**config.mk**
```make
export PLATFORM = sky130hd
export DESIGN_NAME = controle_acesso
export DESIGN_NICKNAME = d
export VERILOG_FILES = /design/src/rtl/controle_pkg.sv /design/src/rtl/sincroniza_borda.sv /design/src/rtl/controle_acesso.sv
export SDC_FILE = /design/constraint.sdc
export NUM_CORES = 1
export LEC_CHECK = 0
export CAP_MARGIN = 40
export CORE_MARGIN = 5
export CORE_UTILIZATION = 56
export DETAILED_ROUTE_END_ITERATION = 7
export GPL_ROUTABILITY_DRIVEN = 0
export PLACE_DENSITY_LB_ADDON = 0.15
export REMOVE_ABC_BUFFERS = 1
export SLEW_MARGIN = 20
export SYNTH_ARGS = -nofsm -noshare
export SYNTH_HDL_FRONTEND = slang
export SYNTH_SLANG_ARGS = --single-unit
```
**constraint.sdc**
```tcl
create_clock -name clk -period 2.1 [get_ports clk]
set_input_delay 0.42 -clock clk [delete_from_list [all_inputs] [get_ports clk]]
set_output_delay 0.42 -clock clk [all_outputs]
set_load 0.02 [all_outputs]
```
**src/rtl/controle_pkg.sv**
```systemverilog
// Shared types and constants for the code-lock access controller.
package controle_pkg;
  typedef enum logic [2:0] {
    LIMPA, ESPERA, ENVIA, AGUARDA, FALHA, BLOQUEADO, LIBERADO
  } estado_t;

  localparam int TAM_CODIGO  = 6;
  localparam int MAX_DIGITOS = TAM_CODIGO + 1;
  localparam int DIGITO_W    = 4;

  function automatic int largura(input int n);
    return $clog2(n) + 1;
  endfunction
endpackage

```
**src/rtl/sincroniza_borda.sv**
```systemverilog
// Two-flop synchronizer for an asynchronous input followed by a registered
// rising-edge detector; the pulse appears three clocks after the raw edge.
module sincroniza_borda (
  input  logic clk,
  input  logic reset,
  input  logic entrada,
  output logic pulso
);
  logic [2:0] sinc;

  always_ff @(posedge clk or negedge reset) begin
    if (!reset) begin
      sinc  <= '0;
      pulso <= 1'b0;
    end else begin
      sinc  <= {sinc[1:0], entrada};
      pulso <= sinc[1] & ~sinc[2];
    end
  end
endmodule

```
**src/rtl/controle_acesso.sv**
```systemverilog
// Sequencing controller for the code lock: conditions the button, strobes
// digits into the lock, counts failed attempts and enforces a timed lockout.
module controle_acesso
  import controle_pkg::*;
#(
  parameter int MAX_TENTATIVAS  = 3,
  parameter int BLOQUEIO_CICLOS = 1000,
  parameter int TIMEOUT_CICLOS  = 500,
  parameter int LAT_TRAVA       = 2
) (
  input  logic                clk,
  input  logic                reset,
  input  logic                insere,
  input  logic [DIGITO_W-1:0] numero,
  input  logic                lock_aberto,
  input  logic                lock_falha,
  output logic                lock_reset,
  output logic [DIGITO_W-1:0] digito,
  output logic                digito_valido,
  output logic                liberado,
  output logic                bloqueado,
  output logic [1:0]          tentativas_rest
);
  localparam int BLQ_W = largura(BLOQUEIO_CICLOS);
  localparam int TMO_W = largura(TIMEOUT_CICLOS);
  localparam int LAT_W = largura(LAT_TRAVA);
  localparam int CNT_W = largura(MAX_DIGITOS);

  localparam logic [BLQ_W-1:0] BLQ_FIM  = BLQ_W'(BLOQUEIO_CICLOS - 1);
  localparam logic [TMO_W-1:0] TMO_FIM  = TMO_W'(TIMEOUT_CICLOS - 1);
  localparam logic [LAT_W-1:0] LAT_FIM  = LAT_W'(LAT_TRAVA - 1);
  localparam logic [CNT_W-1:0] DIG_MAX  = CNT_W'(MAX_DIGITOS);
  localparam logic [1:0]       TENT_MAX = 2'(MAX_TENTATIVAS);

  estado_t          estado, prox;
  logic             ev;
  logic [CNT_W-1:0] dig_cnt;
  logic [TMO_W-1:0] idle_cnt;
  logic [LAT_W-1:0] lat_cnt;
  logic [BLQ_W-1:0] blq_cnt;

  sincroniza_borda u_botao (
    .clk    (clk),
    .reset  (reset),
    .entrada(insere),
    .pulso  (ev)
  );

  always_ff @(posedge clk or negedge reset) begin
    if (!reset) estado <= LIMPA;
    else        estado <= prox;
  end

  always_comb begin
    prox = estado;
    case (estado)
      LIMPA:   prox = ESPERA;
      ESPERA: begin
        if (ev) prox = ENVIA;
        else if (dig_cnt != '0 && idle_cnt == TMO_FIM) prox = FALHA;
      end
      ENVIA:   prox = AGUARDA;
      // lock result is sampled in the last latency cycle; failure wins
      AGUARDA: begin
        if (lat_cnt == LAT_FIM) begin
          if (lock_falha)              prox = FALHA;
          else if (lock_aberto)        prox = LIBERADO;
          else if (dig_cnt == DIG_MAX) prox = FALHA;
          else                         prox = ESPERA;
        end
      end
      FALHA:     prox = (tentativas_rest <= 2'd1) ? BLOQUEADO : LIMPA;
      BLOQUEADO: if (blq_cnt == BLQ_FIM) prox = LIMPA;
      LIBERADO:  if (ev) prox = LIMPA;
      default:   prox = LIMPA;
    endcase
  end

  always_comb begin
    lock_reset    = (estado == LIMPA) || (estado == BLOQUEADO);
    digito_valido = (estado == ENVIA);
    liberado      = (estado == LIBERADO);
    bloqueado     = (estado == BLOQUEADO);
  end

  always_ff @(posedge clk or negedge reset) begin
    if (!reset) begin
      digito          <= '0;
      dig_cnt         <= '0;
      idle_cnt        <= '0;
      lat_cnt         <= '0;
      blq_cnt         <= '0;
      tentativas_rest <= TENT_MAX;
    end else begin
      if (estado == ESPERA && ev) digito <= numero;

      if (estado == LIMPA)      dig_cnt <= '0;
      else if (estado == ENVIA) dig_cnt <= dig_cnt + 1'b1;

      // idle timer only runs once an entry has started and restarts per digit
      idle_cnt <= (estado == ESPERA && dig_cnt != '0 && !ev) ? idle_cnt + 1'b1 : '0;
      lat_cnt  <= (estado == AGUARDA) ? lat_cnt + 1'b1 : '0;
      blq_cnt  <= (estado == BLOQUEADO) ? blq_cnt + 1'b1 : '0;

      if (estado == FALHA && tentativas_rest != 2'd0)
        tentativas_rest <= tentativas_rest - 2'd1;
      else if ((estado == BLOQUEADO && blq_cnt == BLQ_FIM) ||
               (estado == AGUARDA && prox == LIBERADO))
        tentativas_rest <= TENT_MAX;
    end
  end
endmodule

```
# [Word-level counts from Yosys, hierarchy flattened]
# Index checks and enable logic that the tools add are counted.
[word_totals] romBits=0 latchBits=0 mem_bits_rw=0 n_memories=0 ff_bits=40 wordCells=60 in_bits=9 out_inout_bits=10
[op_classes] mux=17 addsub=5 div_mod_pow=0 bitwise=2 magnitude_cmp=1 multipliers=0 reduce_logical=15 n_eq_ne=11 n_shift=0
[ops] operator="3-bit 2-to-1 mux" count=9
[ops] operator="3-bit one-hot mux with 7 select lines" count=1
[ops] operator="3-bit equality test (second input constant)" count=4
[ops] operator="11-bit by 1-bit adder with 11-bit output (second input constant)" count=1
[ops] operator="11-bit by 10-bit equality test with 1-bit output (second input constant)" count=1
[ops] operator="11-bit 2-to-1 mux" count=1
[ops] operator="10-bit by 1-bit adder with 10-bit output (second input constant)" count=1
[ops] operator="10-bit by 9-bit equality test with 1-bit output (second input constant)" count=1
[ops] operator="10-bit 2-to-1 mux" count=1
[ops] operator="4-bit 2-to-1 mux" count=2
[ops] operator="1-bit logical AND" count=7
[ops] operator="3-bit by 2-bit equality test with 1-bit output (second input constant)" count=2
[ops] operator="2-bit 2-to-1 mux" count=3
[ops] operator="2-bit nonzero test" count=3
[ops] operator="4-bit by 1-bit adder with 4-bit output (second input constant)" count=1
[ops] operator="4-bit by 3-bit equality test with 1-bit output (second input constant)" count=1
[ops] operator="4-bit nonzero test" count=1
[ops] operator="3-bit by 1-bit equality test with 1-bit output (second input constant)" count=1
[ops] operator="3-bit zero test" count=1
[ops] operator="2-bit by 1-bit adder with 2-bit output (second input constant)" count=1
[ops] operator="2-bit by 1-bit equality test with 1-bit output (second input constant)" count=1
[ops] operator="2-bit by 1-bit less-or-equal comparator with 1-bit output (second input constant)" count=1
[ops] operator="1-bit logical OR" count=2
[ops] operator="2-bit by 1-bit subtractor with 2-bit output (second input constant)" count=1
[ops] operator="other kinds (3)" count=3

# [Logic depth before layout (Yosys ltp)]
[depth] depth_word=11 mapped_depth=7 ltp_nobuf=7

# [Cells and area by module]
# Synthesis repeated with hierarchy kept, for this count alone.
[hier_totals] hier_cells=181 area_unflattened_um2=1928.1
[by_module_without_submodules] module="controle_acesso" area_per_inst_um2=1814.2 seq_area_each_um2=903.4 n_inst=1 cells_each=176
[by_module_without_submodules] module="sincroniza_borda" area_per_inst_um2=113.9 seq_area_each_um2=100.1 n_inst=1 cells_each=5

# [Worst setup path before layout]
# No wires, ideal clock.
[synth_timing] path_kind="flip-flop to flip-flop" startpoint="register idle_cnt[2]" endpoint="register tentativas_rest[1]" arrival_time_ns=1.733 path_stages_with_launch=6 period_less_slack_ns=1.795 required_time_ns=2.039 slack_ns=0.305 setup_time_ns=0.061 n_path_buf=0 cell_sequence="dfrtp_1 -> or4b_1 -> or3_1 -> or2_1 -> a31oi_1 -> o31a_1"
[synth_via] elab_chain_cells=9
[synth_rtl] item="start: declaration" line_no="controle_acesso.sv:38" source="logic [TMO_W-1:0] idle_cnt;"
[synth_rtl] item="start signal: assignment" line_no="controle_acesso.sv:101" source="idle_cnt <= (estado == ESPERA && dig_cnt != '0 && !ev) ? idle_cnt + 1'b1 : '0;"
[synth_rtl] item="10-bit by 9-bit equality test with 1-bit output" line_no="controle_acesso.sv:60" source="else if (dig_cnt != '0 && idle_cnt == TMO_FIM) prox = FALHA;"
[synth_rtl] item="1-bit logical AND" line_no="controle_acesso.sv:60"
[synth_rtl] item="3-bit 2-to-1 mux" line_no="controle_acesso.sv:60"
[synth_rtl] item="3-bit 2-to-1 mux" line_no="controle_acesso.sv:59" source="if (ev) prox = ENVIA;"
[synth_rtl] item="3-bit one-hot mux with 7 select lines" line_no="controle_acesso.sv:56" source="case (estado)"
[synth_rtl] item="3-bit equality test" line_no="controle_acesso.sv:108" source="(estado == AGUARDA && prox == LIBERADO))"
[synth_rtl] item="1-bit logical AND" line_no="controle_acesso.sv:108"
[synth_rtl] item="1-bit logical OR" line_no="controle_acesso.sv:107" source="else if ((estado == BLOQUEADO && blq_cnt == BLQ_FIM) ||"
[synth_rtl] item="2-bit nonzero test (no source line)"
[synth_rtl] item="end signal: assignment" line_no="controle_acesso.sv:106" source="tentativas_rest <= tentativas_rest - 2'd1;"
[synth_rtl] item="end: declaration" line_no="controle_acesso.sv:22" source="output logic [1:0] tentativas_rest"
# Every way passes these cells.
# A chain may end at the register's enable or synchronous reset.

# [Worst setup path after layout]
[layout_timing] startpoint="register tentativas_rest[0]" endpoint="output port tentativas_rest[0]"
# No word-level cell between the ends.

==> flow_summary_export.csv <==
group,metric,value,unit
status,outcome,"finished clean",
timing,period_share,0.939,
cells_and_area,seq_area,0.00100,mm²
global_route,grt.busiest_layer,"met2",
setup_path,crit_fanout,5,
cells_and_area,mostFrequentLayoutCell,"dfrtp_1",
timing,hold_viol_final,0,
floorplanning,rows,21,
timing,setup_violations,0,
routing,drt_first_pass_iters,4,
clock_tree,cts_tree,"done",
place,placedCellCount,254,
timing,grt_setup_unrepaired,"no",
setup_path,crit_family,"buffers and inverters",
logic_synthesis,ys_types,44,
setup_path,required,1.68,ns
routing,antenna_left,0,
cells_and_area,final_cell_mix,"dfrtp_1 (37), nor2_1 (24), nand2_1 (16)",
logic_synthesis,synthMuxAreaShare,0.0232,
logic_synthesis,ys.flop_type,"dfrtp_1",
timing,fmax,507,MHz
logic_synthesis,ys_warn_count,0,
cells_and_area,multiInputGateArea,876,µm²
logic_synthesis,avgSynthCellArea,10.3,µm²
routing,remaining_drc_errors,0,
setup_path,timing.critical_path.slowest_stage_cell,"clkdlybuf4s50_1",
setup_path,end_kind,"output pin",
timing,maxSlewHeadroom,0.727,
logic_synthesis,synth_edf_count,0,
clock_tree,clock-sinks,40,
cells_and_area,drive_gt1_frac,0.155,
global_route,grt_use_total,0.187,
clock_tree,cts_buffer_depth,2,
timing,tightest_slew,0.410,ns
logic_synthesis,synth-xor-area-share,0.0676,
global_route,gr-total-overflow,0,
global_route,antenna_found_initial,0,
timing,min_period,1.97,ns
floorplanning,fp.dieW,68.9,µm
setup_path,slowest_delay,0.61,ns
cells_and_area,nets,234,
routing,wl_per_cell,13.5,µm
logic_synthesis,synth_fa_ha_area_frac,0.0451,
place,dp_hpwl,2580,µm
logic_synthesis,async_flop_share,1.00,
timing,fin_setup_tns,0,ns
setup_path,start_kind,"flip-flop",
global_route,met1_usage,0.226,
run,drv_cap,0,
global_route,grt_start_max_net_pins,34,
logic_synthesis,syn_area,0.00194,mm²
cells_and_area,stdcell_count,265,
clock_tree,root_buffer,"clkbuf_4",
routing,post_drt_via_cell_ratio,5.32,
clock_tree,cts_made_buffers,5,
floorplanning,die_h,68.9,µm
floorplanning,die_area,0.00475,mm²
cells_and_area,n_antenna_cell,0,
setup_path,cp_cell_sequence,"clkdlybuf4s50_1",
floorplanning,ios,19,
logic_synthesis,synth_top_family_by_area,"simple AND/OR/NAND/NOR gates",
floorplanning,core_area,0.00334,mm²
setup_path,critPathBufInv,1,
power,leakage,0.00103,µW
logic_synthesis,ys_ff_latch,40,
global_route,grt_pass1_vias,1491,
timing,finalMaxSlewViolations,0,
timing,skew,0.00843,ns
routing,drt_wl_total,3570,µm
power,powerDensity,1070,mW/mm²
routing,dr_total_vias,1410,
global_route,grt_use_met3,0.0470,
clock_tree,cts.clk_slew.worst_paths,0.12,ns
cells_and_area,fillers,266,
logic_synthesis,synth-compound-area-share,0.0844,
floorplanning,start_util,0.582,
logic_synthesis,synth_cells,189,
worst_hold_path,hold_class,"reg2reg",
setup_path,rrSetupSlack,0.13,ns
cells_and_area,syn2layout_area_growth,18.4,%
clock_tree,clk_latency,0.36,ns
logic_synthesis,synthSimpleGateAreaFrac,0.231,
setup_path,arrival,1.55,ns
power,ir_drop,0.678,mV
setup_path,crit_type,"reg2out",
logic_synthesis,ys_seq_area_frac,0.516,
clock_tree,htreeDepth,2,
routing,drtIter0Drc,52,
global_route,use_met2,0.308,
place,port_buffers,18,
global_route,grt_pass1_wl,6460,µm
[power by group]
part	total, µW	internal (µW)	switching [µW]
Clock	519	254	265
Sequential	1050	931	121
Combinational	900	428	473
Total	2470	1610	858
[registers in the layout, indices dropped and copies added (netlist names)]
signal and cells:
blq_cnt 11, dig_cnt 4, digito 4, estado 3, idle_cnt 10, lat_cnt 2, tentativas_rest 2, u_botao.pulso 1
u_botao.sinc 3
[cells in the mapped netlist (3+ instances only)]
cell type,count,area (µm²)
nand3_1,8,40.0
nand2_1,16,60.1
nor2_1,24,90.1
inv_1,9,33.8
clkbuf_1,5,18.8
mux2_2,4,45.0
xor2_1,7,61.3
dfrtp_1,38,951
xnor2_1,8,70.1
a21oi_1,4,20.0
or2_1,3,18.8
nor3_1,5,25.0
o21ai_0,9,45.0
and3_1,5,31.3
ha_1,7,87.6
or3_1,3,18.8
[layout make-up]
type	instances	share of cell area
Clock buffer	5	0.0163
Timing Repair Buffer	28	0.106
Clock inverter	3	0.0207
Tap cell	46	0.0250
Sequential cell	40	0.437
Multi-Input combinational cell	134	0.381
Inverter	9	0.0147
[logic make-up (layout without fill, tap and decap cells)]
group                      count (synthesis)  in the layout
xor gates and xnor gates                  15             15
and+or+nand+nor                           83             83
muxes                                      4              4
adders and majority gates                  7              7
buffers and inverters                     15             45
AOI/OAI and AO/OA                         25             25
DFF                                       40             40
[worst paths after layout]
| check | from | cells past startpoint | to |
|---|---|---|---|
| setup / recovery | tentativas_rest[0] | 1 | tentativas_rest[0] |
| hold / removal | u_botao.sinc[0] | 0 | u_botao.sinc[1] |
| setup reg to reg | estado[2] | 6 | tentativas_rest[1] |
| hold reg to reg | u_botao.sinc[0] | 0 | u_botao.sinc[1] |
| max in group asynchronous | reset | 3 | tentativas_rest[1] |
| min in group asynchronous | reset | 2 | dig_cnt[0] |
[stage by stage]
stage          hold WS [ns]  total power [µW]   util  cell area, µm²  worst slack, ns
2_1_floorplan         0.124              1590      -            1910            0.145
3_3_place_gp          0.261              1920  0.659            2200            0.178
3_5_place_dp          0.266              1960  0.659            2200            0.160
4_1_cts               0.373              2500  0.691            2310           0.0330
5_1_grt               0.373              2660  0.690            2300          0.00980
6_report              0.377              2470  0.690            2300            0.128
[timing repair]
item | in CTS | in global routing
setup endpoints to repair | 4 | 1
hold buffers | 1 | 0
hold endpoints to repair | 7 | 0
resized for setup | 7 | 1
setup buffers | 2 | 0
[metal layers]
metal  vias to the layer above  wire length [µm]
li1                        700                 -
met1                       678              1610
met2                        24              1710
met3                         8               180
met4                         0                77
met5                         -                 0
Power figures use the tool's default switching activity.
